[src/rtl/pam4_pkg.sv]
// Shared PAM4 definitions: Gray symbol codes, window FSM states, default
// slicer thresholds and a 2-bit popcount used for bit-error accounting.
package pam4_pkg;

  localparam logic [1:0] SYM_M3 = 2'b00;
  localparam logic [1:0] SYM_M1 = 2'b01;
  localparam logic [1:0] SYM_P1 = 2'b11;
  localparam logic [1:0] SYM_P3 = 2'b10;

  typedef enum logic [1:0] {
    IDLE = 2'd0,
    RUN  = 2'd1,
    DONE = 2'd2
  } state_e;

  localparam logic signed [7:0] TH_HI_DEF = 8'sd64;
  localparam logic signed [7:0] TH_LO_DEF = -8'sd64;

  function automatic logic [1:0] popcount2(input logic [1:0] v);
    return {1'b0, v[1]} + {1'b0, v[0]};
  endfunction

endpackage

[src/rtl/sym_ref_fifo.sv]
// Reference-symbol FIFO: holds transmitted symbols until the matching noisy
// sample arrives. Sticky ovf/unf flags clear on rst or clr.
module sym_ref_fifo #(
  parameter int DEPTH = 16,
  parameter int W     = 2
) (
  input  logic         clk,
  input  logic         rst,
  input  logic         clr,
  input  logic         push,
  input  logic [W-1:0] push_data,
  input  logic         pop,
  output logic [W-1:0] head,
  output logic         full,
  output logic         empty,
  output logic         ovf,
  output logic         unf
);

  localparam int AW = $clog2(DEPTH);

  logic [W-1:0]  mem_r [DEPTH];
  logic [AW-1:0] wr_ptr_r;
  logic [AW-1:0] rd_ptr_r;
  logic [AW:0]   count_r;
  logic          ovf_r;
  logic          unf_r;
  logic          do_push_s;
  logic          do_pop_s;

  assign full  = (count_r == (AW+1)'(DEPTH));
  assign empty = (count_r == {(AW+1){1'b0}});
  assign head  = mem_r[rd_ptr_r];
  assign ovf   = ovf_r;
  assign unf   = unf_r;

  // A push into a full FIFO is only accepted when a pop frees a slot this cycle.
  always_comb begin
    do_pop_s  = pop & ~empty;
    do_push_s = push & (~full | do_pop_s);
  end

  // Storage array; contents are don't-care until written.
  always_ff @(posedge clk) begin
    if (do_push_s) begin
      mem_r[wr_ptr_r] <= push_data;
    end
  end

  // Pointers, occupancy and sticky error flags.
  always_ff @(posedge clk) begin
    if (rst) begin
      wr_ptr_r <= {AW{1'b0}};
      rd_ptr_r <= {AW{1'b0}};
      count_r  <= {(AW+1){1'b0}};
      ovf_r    <= 1'b0;
      unf_r    <= 1'b0;
    end else begin
      if (do_push_s) begin
        wr_ptr_r <= wr_ptr_r + AW'(1);
      end
      if (do_pop_s) begin
        rd_ptr_r <= rd_ptr_r + AW'(1);
      end
      case ({do_push_s, do_pop_s})
        2'b10:   count_r <= count_r + (AW+1)'(1);
        2'b01:   count_r <= count_r - (AW+1)'(1);
        default: count_r <= count_r;
      endcase
      if (clr) begin
        ovf_r <= 1'b0;
        unf_r <= 1'b0;
      end else begin
        if (push && full && !pop) begin
          ovf_r <= 1'b1;
        end
        if (pop && empty) begin
          unf_r <= 1'b1;
        end
      end
    end
  end

endmodule

[src/rtl/pam4_rx_slicer_ber.sv]
// PAM4 receive slicer with reference alignment and windowed symbol/bit error
// counting for BER measurement.
module pam4_rx_slicer_ber
  import pam4_pkg::*;
#(
  parameter int               DEPTH = 16,
  parameter logic signed [7:0] TH_HI = TH_HI_DEF,
  parameter logic signed [7:0] TH_LO = TH_LO_DEF,
  parameter int               CNT_W = 32
) (
  input  logic                clk,
  input  logic                rst,
  input  logic signed [7:0]   sample_in,
  input  logic                sample_in_valid,
  input  logic [1:0]          ref_sym_in,
  input  logic                ref_sym_valid,
  input  logic                start,
  input  logic [CNT_W-1:0]    window_len,
  output logic [1:0]          rx_sym,
  output logic                rx_sym_valid,
  output logic [CNT_W-1:0]    sym_count,
  output logic [CNT_W-1:0]    sym_err_count,
  output logic [CNT_W-1:0]    bit_err_count,
  output logic                busy,
  output logic                done,
  output logic                ovf,
  output logic                unf
);

  state_e           state_r;
  logic [CNT_W-1:0] len_r;
  logic [CNT_W-1:0] sym_count_r;
  logic [CNT_W-1:0] sym_err_r;
  logic [CNT_W-1:0] bit_err_r;
  logic             busy_r;
  logic             done_r;
  logic [1:0]       rx_sym_r;
  logic             rx_sym_valid_r;

  logic [1:0]       slice_s;
  logic [1:0]       ref_head_s;
  logic             fifo_full_s;
  logic             fifo_empty_s;
  logic             cmp_s;
  logic [1:0]       diff_s;
  logic [CNT_W:0]   sym_inc_s;
  logic [CNT_W:0]   serr_inc_s;
  logic [CNT_W:0]   berr_inc_s;
  logic [CNT_W-1:0] sym_next_s;
  logic [CNT_W-1:0] serr_next_s;
  logic [CNT_W-1:0] berr_next_s;

  sym_ref_fifo #(
    .DEPTH (DEPTH),
    .W     (2)
  ) u_fifo (
    .clk       (clk),
    .rst       (rst),
    .clr       (start),
    .push      (ref_sym_valid),
    .push_data (ref_sym_in),
    .pop       (sample_in_valid),
    .head      (ref_head_s),
    .full      (fifo_full_s),
    .empty     (fifo_empty_s),
    .ovf       (ovf),
    .unf       (unf)
  );

  // Three-threshold signed slicer; a sample on a threshold takes the upper symbol.
  always_comb begin
    if (sample_in >= TH_HI) begin
      slice_s = SYM_P3;
    end else if (sample_in >= 8'sd0) begin
      slice_s = SYM_P1;
    end else if (sample_in >= TH_LO) begin
      slice_s = SYM_M1;
    end else begin
      slice_s = SYM_M3;
    end
  end

  // Compare the current decision against the aligned reference; saturating sums.
  always_comb begin
    cmp_s       = sample_in_valid & ~fifo_empty_s;
    diff_s      = ref_head_s ^ slice_s;
    sym_inc_s   = {1'b0, sym_count_r} + (CNT_W+1)'(1);
    serr_inc_s  = {1'b0, sym_err_r} + {{CNT_W{1'b0}}, |diff_s};
    berr_inc_s  = {1'b0, bit_err_r} + {{(CNT_W-1){1'b0}}, popcount2(diff_s)};
    sym_next_s  = sym_inc_s[CNT_W]  ? {CNT_W{1'b1}} : sym_inc_s[CNT_W-1:0];
    serr_next_s = serr_inc_s[CNT_W] ? {CNT_W{1'b1}} : serr_inc_s[CNT_W-1:0];
    berr_next_s = berr_inc_s[CNT_W] ? {CNT_W{1'b1}} : berr_inc_s[CNT_W-1:0];
  end

  // Registered decision output; holds the last symbol between valid samples.
  always_ff @(posedge clk) begin
    if (rst) begin
      rx_sym_r       <= 2'b00;
      rx_sym_valid_r <= 1'b0;
    end else begin
      rx_sym_valid_r <= sample_in_valid;
      if (sample_in_valid) begin
        rx_sym_r <= slice_s;
      end else begin
        rx_sym_r <= rx_sym_r;
      end
    end
  end

  // Measurement-window FSM and statistics counters.
  always_ff @(posedge clk) begin
    if (rst) begin
      state_r     <= IDLE;
      len_r       <= {CNT_W{1'b0}};
      sym_count_r <= {CNT_W{1'b0}};
      sym_err_r   <= {CNT_W{1'b0}};
      bit_err_r   <= {CNT_W{1'b0}};
      busy_r      <= 1'b0;
      done_r      <= 1'b0;
    end else if (start) begin
      len_r       <= window_len;
      sym_count_r <= {CNT_W{1'b0}};
      sym_err_r   <= {CNT_W{1'b0}};
      bit_err_r   <= {CNT_W{1'b0}};
      if (window_len == {CNT_W{1'b0}}) begin
        state_r <= DONE;
        busy_r  <= 1'b0;
        done_r  <= 1'b1;
      end else begin
        state_r <= RUN;
        busy_r  <= 1'b1;
        done_r  <= 1'b0;
      end
    end else begin
      case (state_r)
        RUN: begin
          if (cmp_s) begin
            sym_count_r <= sym_next_s;
            sym_err_r   <= serr_next_s;
            bit_err_r   <= berr_next_s;
            if (sym_next_s == len_r) begin
              state_r <= DONE;
              busy_r  <= 1'b0;
              done_r  <= 1'b1;
            end else begin
              state_r <= RUN;
            end
          end else begin
            state_r <= RUN;
          end
        end
        default: begin
          state_r <= state_r;
        end
      endcase
    end
  end

  assign rx_sym        = rx_sym_r;
  assign rx_sym_valid  = rx_sym_valid_r;
  assign sym_count     = sym_count_r;
  assign sym_err_count = sym_err_r;
  assign bit_err_count = bit_err_r;
  assign busy          = busy_r;
  assign done          = done_r;

endmodule

[config.mk]
export PLATFORM = sky130hd
export DESIGN_NAME = pam4_rx_slicer_ber
export DESIGN_NICKNAME = d
export VERILOG_FILES = /design/src/rtl/pam4_pkg.sv /design/src/rtl/sym_ref_fifo.sv /design/src/rtl/pam4_rx_slicer_ber.sv
export SDC_FILE = /design/constraint.sdc
export NUM_CORES = 1
export LEC_CHECK = 0
export CORE_MARGIN = 2
export CORE_UTILIZATION = 50
export CTS_CLUSTER_SIZE = 8
export DETAILED_ROUTE_END_ITERATION = 7
export HOLD_SLACK_MARGIN = 0.02
export PLACE_DENSITY = 0.78
export SLEW_MARGIN = 20
export SYNTH_ARGS = -nofsm -noshare
export SYNTH_HDL_FRONTEND = slang
export SYNTH_SLANG_ARGS = --single-unit
[constraint.sdc]
create_clock -name clk -period 8.04 [get_ports clk]
set_input_delay 0.804 -clock clk [delete_from_list [all_inputs] [get_ports clk]]
set_output_delay 0.804 -clock clk [all_outputs]
set_load 0.02 [all_outputs]
==> results.txt, run 1 <==
Residual DRC count - 0
Critical path endpoint category - register
Static Leak - 3.905 nW
Die width - 139.5 um
Startpoint Class - register
Fin. Hold Viols - 0
Final wirelength - 23730 um
Worst skew pair latency - 440 ps
Initial antenna violation count - 0
Clk buf depth - 2
Hpwl dp - 16910 um
Synthesized area - 9180 um2
# fillers - 1495
Yosys warns - 0
Post-CTS resize count - 0
Core area - 17960 um2
RSZ-0062 raised after global routing - false
Seq/Total Area, Yosys - 44.05%
R2r setup slk - 3150 ps
Final setup TNS - 0 ps
Max_cap viols - 0
Mapped Cells - 1003
Pre-Repair DR Iteration Count - 5
Remaining global-route overflow - 0
Actual slew at the worst max-slew pin - 1002 ps
Fin. max-slew vios - 0
Number of port buffers - 149
Post-DR vias/cell - 5.962
Clk_skew - 11.43 ps
Crit path DAT - 5250 ps
FF+latch count, synth - 186
CTS Buf Count - 17
Total track usage - 24.06%
Number of flops mapped to enable cells by yosys - 32
Ys async rst share - 0%
RePlAce Congestion - 0.8760
Post-CTS setup buffers - 0
Via count - 8103
FF+latch area - 4044 um2
Total power - 2.198 mW
Iteration-0 DRC count of the detailed router - 922
Worst Reg-to-Reg Cells - 11
Clock transition at the registers of the reported paths - 70 ps
Placed cell count - 1327
TritonCTS clock tree - done
IO Pins - 150
Post-Layout Cell Count - 1359
Layout area overhead - 23.67%
Worst-path fanout max - 26
Fin Hold WS - 481.4 ps
Routed Antenna Nets - 0
Library cells used by synthesis - 66
Hold Crit Class - reg -> reg
Worst Setup Slack, final - 3153 ps
Hold Startpoint - u_fifo.unf
Place WS - 2848 ps
Slew margin rel. - 32.95%
Largest net degree at the start of global routing - 90
CP Data Required Time - 8400 ps
Main synth FF type - dfxtp_1
Fin nets - 1181
Wire per inst - 17.46 um
Crit path to - bit_err_count[11]
First-pass GRT wire length - 38070 um
# clock sinks - 186
Multi-input logic area - 4815 um2
Run status - complete, no violations
Setup Viol. Count Final - 0
Share of cells above drive strength 1 - 5.841%
Vias in the first global route - 7338
# hold bufs at CTS - 0
Synthesized area per cell - 9.153 um2
Die ar. - 19460 um2
CTS root buf - clkbuf_16
Antenna fix cells - 0
Vert. Die Dim - 139.5 um
Initial core utilization - 51.10%
Reg-to-reg endpoint - bit_err_count[11]
Pwr Density - 193.6 nW/um2
Row cnt - 49
WS Path Type - reg -> reg
H-tree depth - 4
Maximum vdd drop - 0.1787 mV
Syn nets - 1067
Fin crit share - 60.79%
Min Tclk post-route - 4887 ps
Fmax - 0.2046 GHz
## per-stage QoR
step                      area [um2]  utilization (%)
after floorplan                 9180                -
after global placement         10750            59.85
after detailed placement       10750            59.85
after CTS                      11350            63.20
after global routing           11350            63.20
final                          11350            63.20
## cell usage in the layout (no fill, tap or decap), types with 10 or more instances in the layout
master,instances
a311oi_1,18
nor4_1,24
edfxtp_1,32
a21oi_1,81
ha_1,15
and3_1,14
mux4_2,10
clkdlybuf4s50_1,147
xor2_1,55
clkbuf_16,18
xnor2_1,40
mux2i_1,43
nor3_1,27
dfxtp_1,154
nand4_1,35
nand2_1,63
o21ai_0,16
nor2_1,146
inv_1,21
nand3_1,44
## how the worst min path moves through the flow
stage                      end  slack, ps  cells after the start
floorplan           state_r[0]        440                      1
global placement    state_r[0]        460                      1
detailed placement  u_fifo.unf        470                      2
CTS                 u_fifo.unf        490                      2
global route        state_r[0]        510                      1
finish              u_fifo.unf        480                      2
## metal layers
metal	vias up	part of all wire, %	track usage, %
met1	3844	45	34.26
met4	0	2.0	7.549
met3	43	7.4	3.441
met5	-	0	0
met2	342	46	38.03
li1	3874	-	-
## flip-flops by register name (all words and copies together) (netlist names), named ones only
name             count
busy                 1
u_fifo.rd_ptr_r      4
sym_count           32
rx_sym               2
u_fifo.count_r       5
rx_sym_valid         1
sym_err_count       32
u_fifo.ovf           1
len_r               32
state_r              2
u_fifo.wr_ptr_r      4
u_fifo.unf           1
done                 1
bit_err_count       32
u_fifo.mem_r        32
## where the power goes
group          total [mW]  switching, mW  internal [mW]
clock network       0.850          0.392          0.458
registers            1.03         0.0472          0.983
logic               0.318          0.172          0.146
## kinds of logic (layout without fill, tap and decap cells)
logic type	after synthesis	count (layout)	synth area share, %
compound gates	177	177	12.48
xor+xnor	95	95	9.064
buf+inv	81	208	3.503
flops	186	186	44.05
simple gates	391	391	20.91
fa+ha+maj	17	17	2.481
mux	56	56	7.510
## critical path: stages, from the launching register on
cell and delay (ps):
dfxtp_1 640, mux4_2 580, mux4_2 490, xnor2_1 290, fa_1 310, ha_1 200
and3_1 200, nand2_1 120, or3_1 390, nor3_1 520, nand2_1 710, a21oi_1 340
## Yosys cell counts (all sizes together), types with 10 or more instances
cell    number  share of area (%)
a21oi       81                4.4
a311oi      18                1.7
and3        14               0.95
buf         13               0.68
clkbuf      47                2.0
dfxtp      154                 34
edfxtp      32                 10
ha          15                2.0
inv         21               0.86
mux2i       43                4.7
mux4        10                2.5
nand2       63                2.6
nand3       45                2.6
nand4       36                2.6
nor2       146                6.0
nor3        28                1.6
nor4        24                1.6
o21ai       17               0.93
xnor2       40                3.8
xor2        55                5.2
## layout make-up
type                            instances  share of cell area, %
Sequential cell                       186                  35.62
Clock inverter                         14                  1.344
Clock buffer                           18                  3.967
Tap cell                              229                  2.524
Inverter                               21                 0.6943
Timing Repair Buffer                  155                  13.44
Multi-Input combinational cell        736                  42.41
No activity file was read; power rests on OpenSTA's default activity.
==> run 2: changes to the inputs <==
- CORE_UTILIZATION: 50 -> 49
- PLACE_DENSITY: 0.78 -> 0.8
- clock period: 8.04 -> 4.43 ns (I/O delays scaled with it)
==> run 2 against run 1 <==
Compared with the run above:
- die area up 2.0%
- critical endpoint is now busy
- sequential share of layout area down 0.32 points
- utilization down 1.3 points
- non-clock buffer count up 18
- maximum frequency up 17%
- first-iteration DRC count down 15%
- clock power up 78%
- cell count up 1.6%
- flip-flop and latch count unchanged
- global-route usage up 0.38 points
- hold slack worse by 12 ps
- wire length up 2.7%
==> results.txt, run 2 (synthesis gave the netlist of run 1 again) <==
Clk_skew - 8.986 ps
Worst skew pair latency - 440 ps
R2r setup slk - 270 ps
Worst Reg-to-Reg Cells - 10
RSZ-0062 raised after global routing - false
Initial antenna violation count - 0
CTS Buf Count - 17
Antenna fix cells - 0
# fillers - 1485
Iteration-0 DRC count of the detailed router - 784
Critical path endpoint category - register
# clock sinks - 186
Final wirelength - 24360 um
Fin. Hold Viols - 0
Vias in the first global route - 7536
WS Path Type - reg -> reg
IO Pins - 150
Max_cap viols - 0
Post-CTS setup buffers - 0
Remaining global-route overflow - 0
R2r startpoint - sym_count[0]
Routed Antenna Nets - 0
Post-DR vias/cell - 5.912
Total track usage - 24.44%
Vert. Die Dim - 140.9 um
Residual DRC count - 0
Wire per inst - 17.64 um
Fin crit share - 94.01%
TritonCTS clock tree - done
Final setup TNS - 0 ps
Final Instance Area - 11470 um2
Layout area overhead - 24.91%
Fmax - 0.2401 GHz
Worst-path fanout max - 14
Via count - 8165
Setup Viol. Count Final - 0
Fin. max-slew vios - 0
Placed cell count - 1350
Final Core Density - 61.93%
Hold Startpoint - state_r[0]
Commonest non-fill, non-tap cell in the layout - dfxtp_1
Share of cells above drive strength 1 - 7.323%
Min-Delay Endpoint - state_r[0]
Total power - 3.975 mW
FF+latch area - 4048 um2
CP Data Required Time - 4760 ps
Clk buf depth - 2
CTS root buf - clkbuf_16
Pwr Density - 346.7 nW/um2
Place WS - 175.3 ps
Startpoint Class - register
Static Leak - 3.993 nW
Clock transition at the registers of the reported paths - 70 ps
Fin Hold WS - 469.5 ps
Post-CTS resize count - 0
Hpwl dp - 17290 um
Crit path DAT - 4490 ps
Actual slew at the worst max-slew pin - 994.3 ps
Fin nets - 1199
Initial core utilization - 49.57%
Largest net degree at the start of global routing - 90
First-pass GRT wire length - 39210 um
Number of port buffers - 149
H-tree depth - 4
RePlAce Congestion - 0.9353
Post-Layout Cell Count - 1381
# hold bufs at CTS - 0
Min Tclk post-route - 4165 ps
Placed inst area - 10890 um2
Row cnt - 50
Hold depth - 1
Slew margin rel. - 33.71%
Hold Crit Class - reg -> reg
Run status - complete, no violations
Core area - 18520 um2
Die width - 140.9 um
Die ar. - 19850 um2
Commonest cells after routing, fill and taps aside - 153 x dfxtp_1, 147 x clkdlybuf4s50_1, 146 x nor2_1
Worst Setup Slack, final - 265.2 ps
Reg-to-reg endpoint - busy
Maximum vdd drop - 0.3081 mV
Multi-input logic area - 4815 um2
Pre-Repair DR Iteration Count - 5
run 2: layout make-up:
type                       count  share of cell area (%)
clock buffer                  18                   3.830
clock inverter                13                   1.157
inverter                      21                  0.6874
multi-input combinational    736                   41.99
sequential                   186                   35.30
tap                          234                   2.553
timing repair buffer         173                   14.49
run 2: worst max path at each step:
stage | start | endpoint | depth (start not counted)
2_1_floorplan | register | sym_err_count[10] | 15
3_3_place_gp | sample_in[6] | sym_err_count[2] | 18
3_5_place_dp | sample_in[6] | sym_err_count[2] | 18
4_1_cts | register | sym_err_count[2] | 15
5_1_grt | sym_count[0] | state_r[0] | 10
6_report | sym_count[0] | busy | 10
run 2: critical path: stages (launching register included):
cell and delay, ps:
dfxtp_1 530, ha_1 340, nand3_4 170, or4_1 740, nor3_4 560, nand4_1 160
o2bb2ai_1 150, a2111o_1 340, a2111o_1 360, or4_4 470, a31o_1 230
run 2: per-layer routing:
| layer | share of wire [%] | track usage (%) | wire, um |
|---|---|---|---|
| met1 | 45 | 34.18 | 11030 |
| met2 | 45 | 37.72 | 10970 |
| met3 | 8.2 | 6.046 | 1993 |
| met4 | 1.5 | 7.158 | 369 |
| met5 | 0 | 0 | 0 |
run 2: where the power goes:
part | internal [mW] | switching, mW | leakage [nW]
clock network | 0.806 | 0.706 | 0.285
registers | 1.79 | 0.0858 | 1.54
logic | 0.271 | 0.320 | 2.17
total | 2.86 | 1.11 | 3.99
